## src/rtl/entropy_seed_fifo.sv

```systemverilog
// entropy_seed_fifo: samples a raw random bus at a fixed divider rate, packs
// the samples into seed words (optionally whitened against the previous raw
// word) and buffers them in a FIFO drained through an Avalon-MM slave.
// Register map: 0 DATA (read pops), 1 STATUS, 2 CONTROL, 3 reserved.
module entropy_seed_fifo #(
   parameter int IN_WIDTH   = 8,
   parameter int WORD_WIDTH = 32,
   parameter int DEPTH      = 16,
   parameter int SAMPLE_DIV = 4
) (
   input  logic                clk_clk,
   input  logic                reset_reset_n,
   input  logic [IN_WIDTH-1:0] pi_random,
   input  logic [1:0]          avs_address,
   input  logic                avs_read,
   input  logic                avs_write,
   input  logic [31:0]         avs_writedata,
   output logic [31:0]         avs_readdata,
   output logic                irq
);

   localparam int K     = WORD_WIDTH / IN_WIDTH;
   localparam int IDX_W = (K > 1) ? $clog2(K) : 1;
   localparam int AW    = $clog2(DEPTH);
   localparam int CW    = AW + 1;

   localparam logic [15:0]      DIV_LAST = 16'(SAMPLE_DIV - 1);
   localparam logic [IDX_W-1:0] IDX_LAST = IDX_W'(K - 1);
   localparam logic [CW-1:0]    CNT_FULL = CW'(DEPTH);

   localparam logic [1:0] ADDR_DATA   = 2'd0;
   localparam logic [1:0] ADDR_STATUS = 2'd1;
   localparam logic [1:0] ADDR_CTRL   = 2'd2;

   logic                  r_enable;
   logic                  r_whiten;
   logic [7:0]            r_thresh;
   logic                  r_overflow;
   logic [15:0]           r_div;
   logic [IDX_W-1:0]      r_idx;
   logic [WORD_WIDTH-1:0] r_acc;
   logic [WORD_WIDTH-1:0] r_prev;
   logic [WORD_WIDTH-1:0] r_mem [DEPTH];
   logic [AW-1:0]         r_rd_ptr;
   logic [AW-1:0]         r_wr_ptr;
   logic [CW-1:0]         r_count;
   logic [31:0]           r_readdata;
   logic                  r_irq;

   logic                  w_ctrl_wr;
   logic                  w_flush;
   logic                  w_clr_ovf;
   logic                  w_empty;
   logic                  w_full;
   logic                  w_pop;
   logic                  w_tick;
   logic                  w_word_done;
   logic [WORD_WIDTH-1:0] w_raw;
   logic [WORD_WIDTH-1:0] w_word;
   logic                  w_push;
   logic                  w_ovf_evt;
   logic [31:0]           w_status;
   logic [31:0]           w_control;
   logic                  w_unused;

   assign w_ctrl_wr   = avs_write && (avs_address == ADDR_CTRL);
   assign w_flush     = w_ctrl_wr && avs_writedata[3];
   assign w_clr_ovf   = w_ctrl_wr && avs_writedata[2];
   assign w_empty     = (r_count == '0);
   assign w_full      = (r_count == CNT_FULL);
   // Flush owns the FIFO for that cycle, so a concurrent DATA read does not pop.
   assign w_pop       = avs_read && (avs_address == ADDR_DATA) && !w_empty && !w_flush;
   assign w_tick      = r_enable && (r_div == DIV_LAST);
   assign w_raw       = (r_acc << IN_WIDTH) | WORD_WIDTH'(pi_random);
   assign w_word_done = w_tick && (r_idx == IDX_LAST);
   assign w_word      = r_whiten ? (w_raw ^ r_prev) : w_raw;
   // A pop on the same edge frees the slot the new word is written into.
   assign w_push      = w_word_done && (!w_full || w_pop) && !w_flush;
   assign w_ovf_evt   = w_word_done && w_full && !w_pop && !w_flush;

   assign w_status  = {16'h0000, 8'(r_count), 5'b00000, r_overflow, w_full, w_empty};
   assign w_control = {16'h0000, r_thresh, 6'b000000, r_whiten, r_enable};
   assign w_unused  = ^{avs_writedata[31:16], avs_writedata[7:4]};

   assign avs_readdata = r_readdata;
   assign irq          = r_irq;

   // CONTROL register; clear_overflow and flush are pulses and not stored.
   always_ff @(posedge clk_clk) begin
      if (!reset_reset_n) begin
         r_enable <= 1'b0;
         r_whiten <= 1'b0;
         r_thresh <= 8'h00;
      end else if (w_ctrl_wr) begin
         r_enable <= avs_writedata[0];
         r_whiten <= avs_writedata[1];
         r_thresh <= avs_writedata[15:8];
      end
   end

   // Sample divider, sample index and shift accumulator; idle while disabled.
   always_ff @(posedge clk_clk) begin
      if (!reset_reset_n || w_flush || !r_enable) begin
         r_div <= 16'h0000;
         r_idx <= '0;
         r_acc <= '0;
      end else if (w_tick) begin
         r_div <= 16'h0000;
         r_acc <= w_raw;
         r_idx <= w_word_done ? '0 : r_idx + IDX_W'(1);
      end else begin
         r_div <= r_div + 16'h0001;
      end
   end

   // Previous raw word for whitening, tracked whether or not whitening is on.
   always_ff @(posedge clk_clk) begin
      if (!reset_reset_n || w_flush) begin
         r_prev <= '0;
      end else if (w_word_done) begin
         r_prev <= w_raw;
      end
   end

   // FIFO pointers and occupancy.
   always_ff @(posedge clk_clk) begin
      if (!reset_reset_n || w_flush) begin
         r_rd_ptr <= '0;
         r_wr_ptr <= '0;
         r_count  <= '0;
      end else begin
         if (w_push) begin
            r_wr_ptr <= r_wr_ptr + AW'(1);
         end
         if (w_pop) begin
            r_rd_ptr <= r_rd_ptr + AW'(1);
         end
         r_count <= r_count + CW'(w_push) - CW'(w_pop);
      end
   end

   // FIFO storage; contents are meaningless outside the occupied window.
   always_ff @(posedge clk_clk) begin
      if (w_push) begin
         r_mem[r_wr_ptr] <= w_word;
      end
   end

   // Sticky overflow; a drop in the same cycle beats a clear request.
   always_ff @(posedge clk_clk) begin
      if (!reset_reset_n) begin
         r_overflow <= 1'b0;
      end else if (w_ovf_evt) begin
         r_overflow <= 1'b1;
      end else if (w_clr_ovf) begin
         r_overflow <= 1'b0;
      end
   end

   // Registered read mux; the value holds until the next read strobe.
   always_ff @(posedge clk_clk) begin
      if (!reset_reset_n) begin
         r_readdata <= 32'h0000_0000;
      end else if (avs_read) begin
         case (avs_address)
            ADDR_DATA:   r_readdata <= w_empty ? 32'h0000_0000 : 32'(r_mem[r_rd_ptr]);
            ADDR_STATUS: r_readdata <= w_status;
            ADDR_CTRL:   r_readdata <= w_control;
            default:     r_readdata <= 32'h0000_0000;
         endcase
      end
   end

   // Level interrupt on occupancy threshold; zero threshold disables it.
   always_ff @(posedge clk_clk) begin
      if (!reset_reset_n) begin
         r_irq <= 1'b0;
      end else begin
         r_irq <= (r_thresh != 8'h00) && (8'(r_count) >= r_thresh);
      end
   end

endmodule
```

## config.mk

```make
export PLATFORM = sky130hd
export DESIGN_NAME = entropy_seed_fifo
export DESIGN_NICKNAME = d
export VERILOG_FILES = /design/src/rtl/entropy_seed_fifo.sv
export SDC_FILE = /design/constraint.sdc
export NUM_CORES = 1
export LEC_CHECK = 0
export ABC_AREA = 1
export CORE_UTILIZATION = 35
export DETAILED_ROUTE_END_ITERATION = 6
export SKIP_CTS_REPAIR_TIMING = 1
export SLEW_MARGIN = 0
export SYNTH_ARGS = -nofsm -noshare
export SYNTH_HDL_FRONTEND = slang
export SYNTH_SLANG_ARGS = --single-unit
```

## constraint.sdc

```tcl
create_clock -name clk_clk -period 4.25 [get_ports clk_clk]
set_input_delay 0.85 -clock clk_clk [delete_from_list [all_inputs] [get_ports clk_clk]]
set_output_delay 0.85 -clock clk_clk [all_outputs]
set_load 0.03 [all_outputs]
```

==> flow_summary.toml <==
[status]
status = "complete, no violations"

[sta]
slew_violations = 0
hold_viol_final = 0
fin_crit_sh_pct = 76.5
setup_violations = 0
finalCriticalPeriod_ns = 3.25
worst_pin_slew_ns = 1.14
relSlewSlack_pct = 23.8
worst_slack_ns = 0.999
rsz0062_at_grt = "false"
fmax_mhz = 308
setup_tns_ns = 0
clock_skew_ns = 0.0206

[cells_and_area]
num_antenna_cells = 0
layout_commonest_cell = "edfxtp_1"
layout_common_cells = "edfxtp_1, nand2_1, nor2_1"
area_delta_synth_final_pct = 14.5
multi_input_area_um2 = 7160
fill_cells = 7026
final_cells = 3507
final_net_count = 2547
regArea_um2 = 18100
final_area_um2 = 30400
drive_gt1_share_pct = 7.29

[placed_design]
port_buffers = 58
dp_slack_ns = 0.616
dp_hpwl_um = 37700
place_congestion = 0.783
dp_cells = 3378
place_area_um2 = 28200

[global_routing]
grt_pass1_wl_um = 103000
grt_antenna_before_repair = 1
overflow = 0
grt_pass1_vias = 17600
grt_max_degree = 137
grt_usage_pct = 17.3

[synth]
synth_fp_nets = 2512
async_flop_share_pct = 0
synthTopCellsByArea = "edfxtp_1, dfxtp_1, nor2_1"
avgSynthCellArea_um2 = 10.9
synth_ff_type = "edfxtp_1"
ys_types = 43
synthesis.area_um2 = 26600
synth_top_area_share_pct = 57.8
synth_seq_cells = 647
yosys_warnings = 0
yosysTopAreaCell = "edfxtp_1"
yosysSeqAreaShare_pct = 68.0
synth_edf_count = 512
syn_inst = 2447

[pwr]
p_comb_share_pct = 7.5
switching_share_pct = 23.3
clock_power_share_pct = 42.6
power.density_nw_per_um2 = 452
seqPwrFrac_pct = 49.9
leakage_nw = 10.8
vdd_drop_max_uv = 319
power_switching_mw = 3.20
p_int_mw = 10.6

[worst_setup_path]
ff2ff_setup_slack_ns = 1.0
start_kind = "register"
critical_path_class = "reg -> reg"
reg2reg_to = "r_count[4]"
slowest_stage = "fa_1"
crit_fanout = 18
crit_path_start = "r_div[0]"
path_depth = 18
slowest_delay_ns = 0.41
cp.required_ns = 4.71
r2r_cells = 18
timing.rr.start = "r_div[0]"
cp-endpoint = "r_count[4]"
path_cells = "ha_1 -> nand4_1 -> nor2_1 -> nand2_1 -> nor2_4 -> nand3_2 -> ha_1 -> inv_1 -> ha_1 -> inv_1 -> fa_1 -> inv_1 -> a21oi_1 -> nor2_1 -> nor2_1 -> xor2_1 -> inv_1 -> nor2_1"
cpLargestDelayFamily = "adder cells"
end_kind = "register"
path_buf_inv = 4
arrival_ns = 3.71

[clock_tree]
cts_max_path_buffers = 3
htree_levels = 3
clk_pin_slew_worst_paths_ns = 0.06
cts-root-buf = "clkbuf_16"
cts_made_buffers = 71
cts.sinks = 647
clk_latency_ns = 0.60
cts_tree = "built"

[die]
row_count = 100
die_y_um = 278
core_area_um2 = 74800
start_util_pct = 35.5
pin_count = 79
design.die.area_um2 = 77100
die_w_um = 278

[route]
ant_nets = 0
num_vias = 18000
drc = 0
dr.pass1.iters = 5
wire_per_inst_um = 19.1
wl_um = 66900
avgViaCountPerCell = 5.14
drt_iter0_drc = 1693

[flow_run]
max_cap_violations = 0

[worst_hold_path]
min_path_type = "reg -> reg"
==> power groups by stage <==
stage	clock [mW]	combinational (mW)	sequential, mW
floorplan	0	0.731	6.99
global placement	0	1.01	6.99
detailed placement	0	1.04	6.99
CTS	5.95	1.04	6.86
global route	6.21	1.16	6.86
finish	5.86	1.03	6.86
==> worst min-delay path: stages, from the launching register on <==
cell	delay, ns
dfxtp_1	0.30
nand2_1	0.06
a21oi_1	0.05
==> final cells by class <==
cell class	count	share of cell area [%]
tap	969	3.98
timing repair buffer	101	3.30
multi-input combinational	1460	23.5
clock inverter	34	0.859
clock buffer	95	6.40
sequential	647	59.4
inverter	201	2.52
==> cells in the mapped netlist (all sizes together) (5+ instances only) <==
master,n
nand3,150
o22ai,15
a211oi,8
clkbuf,65
inv,200
nand2,362
edfxtp,512
o211ai,77
o21a,9
dfxtp,135
buf,74
nand4,12
xor2,38
ha,18
o21ai,281
nor2,367
nor3,5
a21oi,105
==> state kept, by name, indices dropped and copies added (netlist names), named ones only <==
signal	cells
r_mem	512
avs_readdata	32
r_prev	32
r_acc	24
r_div	16
r_thresh	8
r_count	5
r_rd_ptr	4
r_wr_ptr	4
r_idx	2
irq	1
r_enable	1
r_overflow	1
r_whiten	1
==> through the flow <==
step                      total power [mW]  hold WS, ns  util (%)
after floorplan                       7.72        0.430         -
after global placement                8.01        0.446      37.7
after detailed placement              8.03        0.453      37.7
after CTS                             13.9        0.463      40.7
after global routing                  14.2        0.488      40.7
final                                 13.8        0.461      40.7
==> worst min path at each step <==
stage / from / end / slack [ns] / cells past startpoint
2_1_floorplan: r_div[0] / r_div[0] / 0.43 / 1
3_3_place_gp: r_div[0] / r_div[0] / 0.45 / 1
3_5_place_dp: r_prev[19] / r_prev[19] / 0.45 / 1
4_1_cts: avs_readdata[3] / avs_readdata[3] / 0.46 / 2
5_1_grt: avs_readdata[4] / avs_readdata[4] / 0.49 / 2
6_report: avs_readdata[3] / avs_readdata[3] / 0.46 / 2
==> metal layers <==
metal  vias to the layer above  track usage, %  wire length (um)  share of wire [%]
met2                       503            27.9             31000                 46
met4                         0            6.18              2010                3.0
met5                         -               0                 0                  0
met3                       112            3.28              4050                6.0
met1                      8905            23.2             29900                 45
li1                       8499               -                 -                  -
==> kinds of logic after synthesis <==
kind of cell | count (synthesis) | share of synthesized area, %
adder cells (fa/ha/maj) | 19 | 0.923
flip-flops | 647 | 68.0
AND/OR/NAND/NOR | 899 | 13.8
XOR/XNOR | 39 | 1.28
buffers and inverters | 340 | 5.51
AO/OA/AOI/OAI | 503 | 10.5
(Power assumes the default switching activity.)
